**src/rtl/i2c_target.sv**
```systemverilog
// I2C target with an 8-bit register pointer: write sets the pointer then stores bytes,
// read streams bytes from reg_rdata. Both directions auto-increment the pointer.
module i2c_target #(
  parameter logic [6:0] DEV_ADDR    = 7'h48,
  parameter int         SYNC_STAGES = 2
) (
  input  logic       clk,
  input  logic       reset,
  input  logic       scl_in,
  input  logic       sda_in,
  output logic       sda_oe,
  output logic [7:0] reg_addr,
  output logic [7:0] reg_wdata,
  output logic       reg_we,
  output logic       reg_re,
  input  logic [7:0] reg_rdata,
  output logic       busy
);

  typedef enum logic [3:0] {
    IDLE, ADDR, ADDR_ACK, PTR, PTR_ACK, WR, WR_ACK, RD, RD_ACK
  } state_t;

  logic [SYNC_STAGES-1:0] scl_sync_q, sda_sync_q;
  logic                   scl_prev_q, sda_prev_q;
  logic                   scl_s, sda_s;
  logic                   start_det, stop_det, scl_rise, scl_fall;

  state_t     state_q, state_d;
  logic [3:0] cnt_q, cnt_d;
  logic [7:0] shift_q, shift_d;
  logic       ack_q, ack_d;
  logic       sda_oe_q, sda_oe_d;
  logic [7:0] reg_addr_q, reg_addr_d;
  logic [7:0] reg_wdata_q, reg_wdata_d;
  logic       reg_we_q, reg_we_d;
  logic       reg_re_q, reg_re_d;
  logic       busy_q, busy_d;

  // Synchronizers preset to the idle-bus level so reset never looks like a START.
  always_ff @(posedge clk) begin
    if (reset) begin
      scl_sync_q <= '1;
      sda_sync_q <= '1;
      scl_prev_q <= 1'b1;
      sda_prev_q <= 1'b1;
    end else begin
      scl_sync_q <= {scl_sync_q[SYNC_STAGES-2:0], scl_in};
      sda_sync_q <= {sda_sync_q[SYNC_STAGES-2:0], sda_in};
      scl_prev_q <= scl_s;
      sda_prev_q <= sda_s;
    end
  end

  assign scl_s     = scl_sync_q[SYNC_STAGES-1];
  assign sda_s     = sda_sync_q[SYNC_STAGES-1];
  assign start_det = scl_s & scl_prev_q & sda_prev_q & ~sda_s;
  assign stop_det  = scl_s & scl_prev_q & ~sda_prev_q & sda_s;
  assign scl_rise  = ~scl_prev_q & scl_s;
  assign scl_fall  = scl_prev_q & ~scl_s;

  always_ff @(posedge clk) begin
    if (reset) begin
      state_q     <= IDLE;
      cnt_q       <= 4'd0;
      shift_q     <= 8'h00;
      ack_q       <= 1'b0;
      sda_oe_q    <= 1'b0;
      reg_addr_q  <= 8'h00;
      reg_wdata_q <= 8'h00;
      reg_we_q    <= 1'b0;
      reg_re_q    <= 1'b0;
      busy_q      <= 1'b0;
    end else begin
      state_q     <= state_d;
      cnt_q       <= cnt_d;
      shift_q     <= shift_d;
      ack_q       <= ack_d;
      sda_oe_q    <= sda_oe_d;
      reg_addr_q  <= reg_addr_d;
      reg_wdata_q <= reg_wdata_d;
      reg_we_q    <= reg_we_d;
      reg_re_q    <= reg_re_d;
      busy_q      <= busy_d;
    end
  end

  always_comb begin
    state_d     = state_q;
    cnt_d       = cnt_q;
    shift_d     = shift_q;
    ack_d       = ack_q;
    sda_oe_d    = sda_oe_q;
    reg_addr_d  = reg_addr_q;
    reg_wdata_d = reg_wdata_q;
    reg_we_d    = 1'b0;
    reg_re_d    = 1'b0;
    busy_d      = busy_q;

    case (state_q)
      IDLE: ;
      ADDR, PTR, WR: begin
        if (scl_rise && cnt_q != 4'd8) begin
          shift_d = {shift_q[6:0], sda_s};
          cnt_d   = cnt_q + 4'd1;
        end else if (scl_fall && cnt_q == 4'd8) begin
          cnt_d = 4'd0;
          if (state_q == ADDR) begin
            if (shift_q[7:1] == DEV_ADDR) begin
              state_d  = ADDR_ACK;
              sda_oe_d = 1'b1;
              busy_d   = 1'b1;
            end else begin
              state_d = IDLE;
              busy_d  = 1'b0;
            end
          end else if (state_q == PTR) begin
            state_d    = PTR_ACK;
            sda_oe_d   = 1'b1;
            reg_addr_d = shift_q;
          end else begin
            state_d     = WR_ACK;
            sda_oe_d    = 1'b1;
            reg_wdata_d = shift_q;
            reg_we_d    = 1'b1;
          end
        end
      end
      ADDR_ACK: begin
        if (scl_fall) begin
          sda_oe_d = 1'b0;
          cnt_d    = 4'd0;
          if (shift_q[0]) begin
            state_d  = RD;
            reg_re_d = 1'b1;
          end else begin
            state_d = PTR;
          end
        end
      end
      PTR_ACK, WR_ACK: begin
        if (scl_fall) begin
          sda_oe_d = 1'b0;
          cnt_d    = 4'd0;
          state_d  = WR;
          if (state_q == WR_ACK) reg_addr_d = reg_addr_q + 8'd1;
        end
      end
      RD: begin
        // The cycle after the read strobe carries valid reg_rdata: latch it and drive the MSB.
        if (reg_re_q) begin
          shift_d  = reg_rdata;
          sda_oe_d = ~reg_rdata[7];
          cnt_d    = 4'd0;
        end else if (scl_fall) begin
          if (cnt_q == 4'd7) begin
            sda_oe_d = 1'b0;
            ack_d    = 1'b0;
            state_d  = RD_ACK;
          end else begin
            shift_d  = {shift_q[6:0], 1'b0};
            sda_oe_d = ~shift_q[6];
            cnt_d    = cnt_q + 4'd1;
          end
        end
      end
      RD_ACK: begin
        if (scl_rise) begin
          ack_d = ~sda_s;
          if (sda_s) begin
            state_d  = IDLE;
            sda_oe_d = 1'b0;
          end
        end else if (scl_fall && ack_q) begin
          reg_addr_d = reg_addr_q + 8'd1;
          reg_re_d   = 1'b1;
          state_d    = RD;
        end
      end
      default: state_d = IDLE;
    endcase

    if (start_det) begin
      state_d  = ADDR;
      cnt_d    = 4'd0;
      sda_oe_d = 1'b0;
      reg_we_d = 1'b0;
      reg_re_d = 1'b0;
    end else if (stop_det) begin
      state_d  = IDLE;
      sda_oe_d = 1'b0;
      busy_d   = 1'b0;
      reg_we_d = 1'b0;
      reg_re_d = 1'b0;
    end
  end

  assign sda_oe    = sda_oe_q;
  assign reg_addr  = reg_addr_q;
  assign reg_wdata = reg_wdata_q;
  assign reg_we    = reg_we_q;
  assign reg_re    = reg_re_q;
  assign busy      = busy_q;

endmodule

```
**config.mk**
```make
export PLATFORM = sky130hd
export DESIGN_NAME = i2c_target
export DESIGN_NICKNAME = d
export VERILOG_FILES = /design/src/rtl/i2c_target.sv
export SDC_FILE = /design/constraint.sdc
export NUM_CORES = 1
export LEC_CHECK = 0
export CORE_UTILIZATION = 59
export CTS_BUF_LIST = sky130_fd_sc_hd__clkbuf_4 sky130_fd_sc_hd__clkbuf_8 sky130_fd_sc_hd__clkbuf_16
export DETAILED_ROUTE_END_ITERATION = 12
export PLACE_DENSITY = 0.84
export SLEW_MARGIN = 20
export SYNTH_ARGS = -nofsm -noshare
export SYNTH_HDL_FRONTEND = slang
export SYNTH_SLANG_ARGS = --single-unit
```
**constraint.sdc**
```tcl
create_clock -name clk -period 4.5 [get_ports clk]
set_input_delay 0.9 -clock clk [delete_from_list [all_inputs] [get_ports clk]]
set_output_delay 0.9 -clock clk [all_outputs]
set_load 0.05 [all_outputs]
```
* After elaboration in Yosys (flattened, before gate mapping)
Index checks and enable logic that the tools add are counted.
Word-level totals: register bits after elaboration 43, bits of input ports 12, output and inout bits 20, logic and storage cells 170
Operators by class: add/subtract/negate cells 2, equality and inequality tests 44, multiplexer cells 67, bitwise operators 19, reduce and logical (&&, ||, !) cells 23
Operators with widths (count):
- 8-bit two-way mux | 12
- 4-bit two-way mux | 17
- 4-bit inequality test (second input constant) | 8
- 2-bit inequality test (second input constant) | 15
- 1-bit two-way mux | 28
- 4-bit case mux with 6 select lines | 1
- 8-bit case mux with 3 select lines | 1
- 3-bit inequality test (second input constant) | 7
- 4-bit by 3-bit equality test with 1-bit output (second input constant) | 5
- 10-bit AND reduction | 2
- 8-bit case mux with 2 select lines | 1
- 5-bit AND reduction | 3
- 1-bit inverter | 12
- 4-bit case mux with 3 select lines | 1
- 5-bit inequality test (second input constant) | 2
- 9-bit AND reduction | 1
- 3-bit OR reduction | 3
- 8-bit by 1-bit adder with 8-bit output (second input constant) | 1
- 4-bit by 2-bit equality test with 1-bit output (second input constant) | 2
- 4-bit equality test (second input constant) | 2
- 8-bit AND reduction | 1
- 1-bit bitwise AND | 7
- 7-bit equality test (second input constant) | 1
- 7-bit OR reduction | 1
- other kinds (14) | 21

* Longest topological paths before layout
Gate-level depths: netlist of run 1.
depth after elaboration 8, depth in mapped cells 8, gate-level depth less buffers 7

* Least setup slack after synthesis of run 1
Ideal clock, no wire load.
kind register to register, from register cnt_q[0], to register shift_q[4], library setup time 0.091 ns, data arrival time 1.811 ns, required time 4.409 ns, path slack 2.598 ns, cell stages (with the launch flop) 9, path buffers 1, clock period less this slack 1.902 ns, cells stage by stage dfxtp_1 -> inv_1 -> ha_1 -> nand3b_1 -> nand2_1 -> a221oi_2 -> buf_2 -> nor2_1 -> a311oi_1
On the way: longest elaborated chain between the ends 4, elaborated cells between the ends (all ways) 6, those cells by class eq/ne: 4; reduce/logical: 2
RTL lines:
- start: declaration | RTL line 30 | logic [3:0] cnt_q, cnt_d;
- start signal: assignment | RTL line 76 | cnt_q <= cnt_d;
- 4-bit inequality test | RTL line 103 | if (scl_rise && cnt_q != 4'd8) begin
- 1-bit logical AND | RTL line 103
- 2-bit inequality test (no line)
- 4-bit AND reduction (no line) (*)
- end signal: assignment | RTL line 77 | shift_q <= shift_d;
- end: declaration | RTL line 31 | logic [7:0] shift_q, shift_d;
Every way passes the cells marked *; elsewhere a longest branch is shown, timed or not. A chain may end at the register's enable or synchronous reset.

* Worst setup path in the final report of run 1
from register reg_re_q, in the netlist reg_re, to output reg_re
RTL lines:
- start: declaration | RTL line 37 | logic reg_re_q, reg_re_d;
- start signal: assignment | RTL line 83 | reg_re_q <= reg_re_d;
- end: declaration | RTL line 15 | output logic reg_re,
No word-level cell between the ends.

==> results.yml, run 1 <==
min_path:
  holdPathStages: 1
  holdPathEnd: "sda_sync_q[1]"
  min_from: "sda_sync_q[0]"
  min_path_type: "flip-flop to flip-flop"
logic_synthesis:
  synth_cell_type_count: 56
  synth_compound_area_frac: 0.222
  yosys.area_share.adder: 0.0150
  ys_ff_latch: 43
  synth_top_family_by_area: "simple AND/OR/NAND/NOR gates"
  yosys_warnings: 0
  synth_mux_area_frac: 0.0400
  synthSimpleGateAreaFrac: 0.307
  synth_area_sq_mm: 0.00250
  synthArstFlopShare: 0
  synth_cells: 312
  avgSynthCellArea_sq_um: 8.03
  synth_xor_area_frac: 0.00699
  synth_edf_count: 0
  ys_seq_area_frac: 0.344
  synth_ff_type: "dfxtp_1"
  syn-num-nets: 327
global_routing:
  grt_overflow: 0
  grt_pass1_wl_mm: 9.98
  antenna_found_initial: 0
  grt_use_total: 0.295
  grt_pass1_vias: 2050
  grt_max_degree: 29
route:
  wire_per_inst_microns: 16.3
  dr.pass1.iters: 5
  drt_iter0_drc: 213
  routed_wl_mm: 6.13
  vias_per_cell: 6.46
  ant_nets: 0
  drc: 0
  vias: 2436
critical_path:
  regToRegStartpoint: "state_q[0]"
  crit_path_max_fanout: 17
  reg2reg_depth: 4
  worstPathCellList: "clkdlybuf4s50_1"
  crit_family: "buffers and inverters"
  crit_slowest_cell: "clkdlybuf4s50_1"
  cp-start-kind: "flip-flop"
  r2r_end: "reg_addr[5]"
  crit_cells: 1
  crit_type: "flip-flop to output pin"
  critPathMaxStageDelay_ns: 0.92
  required_ns: 3.60
  reg2reg_slack_ns: 1.73
  cp_num_buf_inv: 1
  worstSetupEndpointType: "output pin"
  arrival_ns: 1.93
power_and_ir_drop:
  finalPower_w: 0.000913
  p_per_area_mw_per_mm2: 319
  pwr-share-comb: 0.187
  p_sw_w: 0.000282
  power_frac_clock: 0.335
  ir_worst_vdd_v: 0.000233
  p_leak_nw: 0.986
  swShare: 0.309
  p_int_w: 0.000631
  p_seq_frac: 0.478
timing:
  drv_slew: 0
  clock-skew-final_ns: 0.00585
  fin_crit_sh: 0.628
  max_freq_mhz: 354
  rsz0062_at_grt: "no"
  hold_viol: 0
  tns_ns: 0
  min_period_ns: 2.83
  setup-violations-final: 0
  worstMarginPinSlew_ns: 1.12
  slew_headroom: 0.252
placement:
  gp_congestion: 0.937
  dpl_cell_area_sq_mm: 0.00275
  io_buffers: 31
  dpl.hpwl_mm: 4.29
clocking:
  post_cts_resized: 0
  cts_buffers: 5
  cts.sinks: 43
  htreeDepth: 2
  clkTransAtPathRegs_ns: 0.09
  cts_tree: "yes"
  cts_buffer_depth: 2
  cts_hold_buf: 0
  cts_root_buf: "clkbuf_8"
  clkLatencyLatePin_ns: 0.31
  cts_setup_buffers: 0
die:
  num_rows: 23
  core_sq_mm: 0.00403
  ioPinCount: 32
  start_util: 0.622
  chipHeight_microns: 67.2
  die_area_sq_mm: 0.00451
  fp.dieW_microns: 67.2
layout:
  n_antenna_cell: 0
  drive_above_1_share: 0.0581
  final_nets: 341
  final_cell_mix: "dfxtp_1 (43), nor2_1 (37), clkdlybuf4s50_1 (31), nand2_1 (26), nand3_1 (16)"
  area.growth.synth_to_final_pct: 14.4
  num-fill-cells: 338
  final_common_cell: "dfxtp_1"
  post-route-cell-area_sq_mm: 0.00287
run:
  maxCapViolCount: 0
outcome:
  status: "finished, final reports clean"
==> cells in the mapped netlist (2+ instances only) <==
cell type  instances  area share
nor2_1            38       0.057
inv_1              8       0.012
nor4_1             6       0.015
buf_4              2      0.0060
nor3b_1            2      0.0060
nor3_1             3      0.0060
nand2b_1           3      0.0075
a211oi_1           5       0.015
nor2b_1            8       0.020
o211ai_1           2      0.0060
nand3_1           16       0.032
o31ai_1           11       0.033
clkbuf_1          11       0.016
a311oi_1           8       0.028
xnor2_1            2      0.0070
nand4b_1           4       0.014
o21a_1             2      0.0060
o21ai_0            9       0.018
dfxtp_1           43        0.34
ha_1               3       0.015
o22ai_1            4       0.010
or3_1              5       0.012
buf_6              3       0.013
nand3b_1           5       0.015
nand4_1            3      0.0075
mux2i_1           10       0.040
or4_1              3      0.0090
buf_2              9       0.018
or2_2              6       0.015
or2_1              2      0.0050
nand2_1           26       0.039
a31oi_1            3      0.0075
or3b_1             2      0.0070
o21ai_1            2      0.0040
o311ai_0           6       0.021
a21oi_1           15       0.030
a22oi_1            2      0.0060
and4b_1            2      0.0080
==> sequential cells by signal, summed over array words and instances, names as in the netlist <==
register	flops
reg_addr	8
reg_wdata	8
shift_q	8
cnt_q	4
state_q	4
scl_sync_q	2
sda_sync_q	2
ack_q	1
busy	1
reg_re	1
reg_we	1
scl_prev_q	1
sda_oe	1
sda_prev_q	1
==> stage by stage <==
step | util | worst slack, ns | cells | hold slack, ns
after global routing | 0.711 | 1.57 | 377 | 0.438
after floorplan | - | 2.60 | 312 | 0.389
after global placement | 0.683 | 1.78 | 369 | 0.392
final | 0.711 | 1.67 | 377 | 0.416
after detailed placement | 0.683 | 1.72 | 369 | 0.399
after CTS | 0.711 | 1.66 | 377 | 0.419
==> area by class of cell <==
cell class	instances	area (sq um)	share of cell area
clock buffer	5	68.8	0.0240
clock inverter	3	43.8	0.0153
inverter	8	30.0	0.0105
multi-input combinational	236	1480	0.517
sequential	43	861	0.300
tap	50	62.6	0.0218
timing repair buffer	32	318	0.111
==> cells by family after synthesis <==
group                    count (synthesis)
XOR/XNOR                                 2
multiplexers                            10
buffers and inverters                   33
AND/OR/NAND/NOR                        142
flip-flops                              43
AO/OA/AOI/OAI                           79
adder cells (fa/ha/maj)                  3
==> metal layers <==
metal	vias to the layer above	GRT usage	share of wire
li1	1189	-	-
met1	1142	0.410	0.45
met2	90	0.444	0.46
met3	15	0.0405	0.063
met4	0	0.146	0.024
met5	-	0	0
==> how the worst max path moves through the flow <==
stage | slack, ns | start | endpoint
floorplan | 2.60 | cnt_q[0] | shift_q[4]
global placement | 1.78 | reset | sda_oe
detailed placement | 1.72 | reset | sda_oe
CTS | 1.66 | reg_re | reg_re
global route | 1.57 | reg_re | reg_re
finish | 1.67 | reg_re | reg_re
==> power groups by stage <==
stage,Sequential (W),Combinational (W),Clock [W]
global placement,0.000443,0.000162,0
finish,0.000437,0.000171,0.000306
detailed placement,0.000443,0.000165,0
floorplan,0.000409,0.000166,0
global route,0.000440,0.000190,0.000324
CTS,0.000434,0.000167,0.000308
(Power assumes the default switching activity.)
==> inputs of run 2 (changes only) <==
CORE_UTILIZATION = 50   (was 59)
PLACE_DENSITY = 0.76   (was 0.84)
clock period = 2.25 ns   (was 4.5 ns; I/O delays follow)
==> run 2 against run 1 <==
  * Clock-buffer cell count stayed put
  * Die area grew 17%
  * Power grew 100%
==> results.yml, run 2 (synthesis results as in run 1) <==
placement:
  gp_congestion: 0.970
  dpl.hpwl_mm: 4.73
  io_buffers: 31
  dpl_cell_area_sq_mm: 0.00291
  place_ws_ns: 0.125
global_routing:
  grt_pass1_wl_mm: 10.7
  grt_overflow: 0
  grt_max_degree: 30
  grt_use_total: 0.262
  antenna_found_initial: 0
  grt_pass1_vias: 2278
die:
  core_sq_mm: 0.00479
  num_rows: 25
  start_util: 0.523
  fp.dieW_microns: 72.8
  ioPinCount: 32
  die_area_sq_mm: 0.00530
  chipHeight_microns: 72.8
power_and_ir_drop:
  p_leak_nw: 1.08
  finalPower_w: 0.00187
  p_int_w: 0.00128
  p_seq_frac: 0.454
  power_frac_clock: 0.334
  ir_worst_vdd_v: 0.000457
  p_per_area_mw_per_mm2: 616
  pwr-share-comb: 0.211
  swShare: 0.313
  p_sw_w: 0.000586
clocking:
  clkLatencyLatePin_ns: 0.30
  post_cts_resized: 0
  cts_buffers: 5
  cts_setup_buffers: 0
  cts_hold_buf: 0
  cts_root_buf: "clkbuf_8"
  htreeDepth: 2
  clkTransAtPathRegs_ns: 0.09
  cts_tree: "yes"
  cts_buffer_depth: 2
  cts.sinks: 43
critical_path:
  arrival_ns: 2.35
  worstSetupEndpointType: "flip-flop"
  required_ns: 2.49
  cp-start-kind: "flip-flop"
  crit_slowest_cell: "dfxtp_1"
  crit_path_max_fanout: 18
  worstPathCellList: "nor4b_4 > a22oi_1 > nand2_1 > or4_1 > a31oi_1"
  critPathMaxStageDelay_ns: 0.72
  crit_type: "flip-flop to flip-flop"
  crit_family: "simple AND/OR/NAND/NOR gates"
  cp_num_buf_inv: 0
  regToRegStartpoint: "state_q[2]"
  crit_start: "state_q[2]"
outcome:
  status: "finished, final reports clean"
timing:
  hold_viol: 0
  fin_crit_sh: 0.938
  worst_slack_ns: 0.139
  min_period_ns: 2.11
  rsz0062_at_grt: "no"
  drv_slew: 0
  worstMarginPinSlew_ns: 0.619
  whs_ns: 0.419
  clock-skew-final_ns: 0.00882
  tns_ns: 0
  max_freq_mhz: 474
  setup-violations-final: 0
  slew_headroom: 0.587
min_path:
  min_from: "scl_sync_q[0]"
  min_path_type: "flip-flop to flip-flop"
layout:
  final_common_cell: "dfxtp_1"
  final_cell_mix: "dfxtp_1 (42), nor2_1 (38), clkdlybuf4s50_1 (30), nand2_1 (26), buf_4 (21)"
  n_antenna_cell: 0
  multi_input_area_sq_mm: 0.00149
  num-fill-cells: 442
  final_nets: 360
  post-route-cell-area_sq_mm: 0.00304
  drive_above_1_share: 0.116
  area.growth.synth_to_final_pct: 21.2
  regArea_sq_um: 862
route:
  routed_wl_mm: 6.58
  drt_iter0_drc: 155
  ant_nets: 0
  wire_per_inst_microns: 15.9
  vias: 2472
  drc: 0
  dr.pass1.iters: 5
  vias_per_cell: 5.99
run:
  maxCapViolCount: 0
run 2: cell count changes in the layout (fill, tap and decap cells not counted), sizes merged:
cell and change:
buf +20, clkdlybuf4s50 -1, clkinv -2, clkinvlp +1, inv +1
run 2: per-layer routing:
| layer | wire length, microns | vias up | global-route usage |
|---|---|---|---|
| met5 | 0 | - | 0 |
| met3 | 401 | 11 | 0.0663 |
| met2 | 2970 | 85 | 0.395 |
| li1 | - | 1221 | - |
| met4 | 92 | 0 | 0.0763 |
| met1 | 3110 | 1155 | 0.370 |
run 2: final cells by class:
class,count,area share
inverter,8,0.00989
clock inverter,3,0.0153
tap,67,0.0276
multi-input combinational,236,0.490
clock buffer,5,0.0227
sequential,43,0.284
timing repair buffer,51,0.151
run 2: through the flow:
step                      cells   util
after floorplan             312      -
after global placement      405  0.608
after detailed placement    405  0.608
after CTS                   413  0.632
after global routing        413  0.634
final                       413  0.634
run 2: worst register-to-register path, stage by stage, from the launching register on:
cell and delay [ns]:
dfxtp_1 0.72, nor4b_4 0.17, a22oi_1 0.25, nand2_1 0.23, or4_1 0.52, a31oi_1 0.16
run 2: power groups by stage:
stage / clock network (W) / registers [W] / logic [W]
3_5_place_dp: 0 / 0.000860 / 0.000382
4_1_cts: 0.000628 / 0.000843 / 0.000386
5_1_grt: 0.000665 / 0.000852 / 0.000432
3_3_place_gp: 0 / 0.000860 / 0.000381
6_report: 0.000625 / 0.000849 / 0.000395
2_1_floorplan: 0 / 0.000819 / 0.000332
run 2: worst paths after layout:
kind                   endpoint  slack [ns]  depth (start not counted)
setup reg to reg    reg_addr[0]        0.14                          5
hold reg to reg   scl_sync_q[1]        0.42                          1
setup / recovery    reg_addr[0]        0.14                          5
hold / removal    scl_sync_q[1]        0.42                          1
==> inputs of run 3 (changes only) <==
CTS_CLUSTER_DIAMETER = 150   (was default)
==> results of run 3 <==
Same layout as run 2: the final DEF is identical, and so are final timing and power.
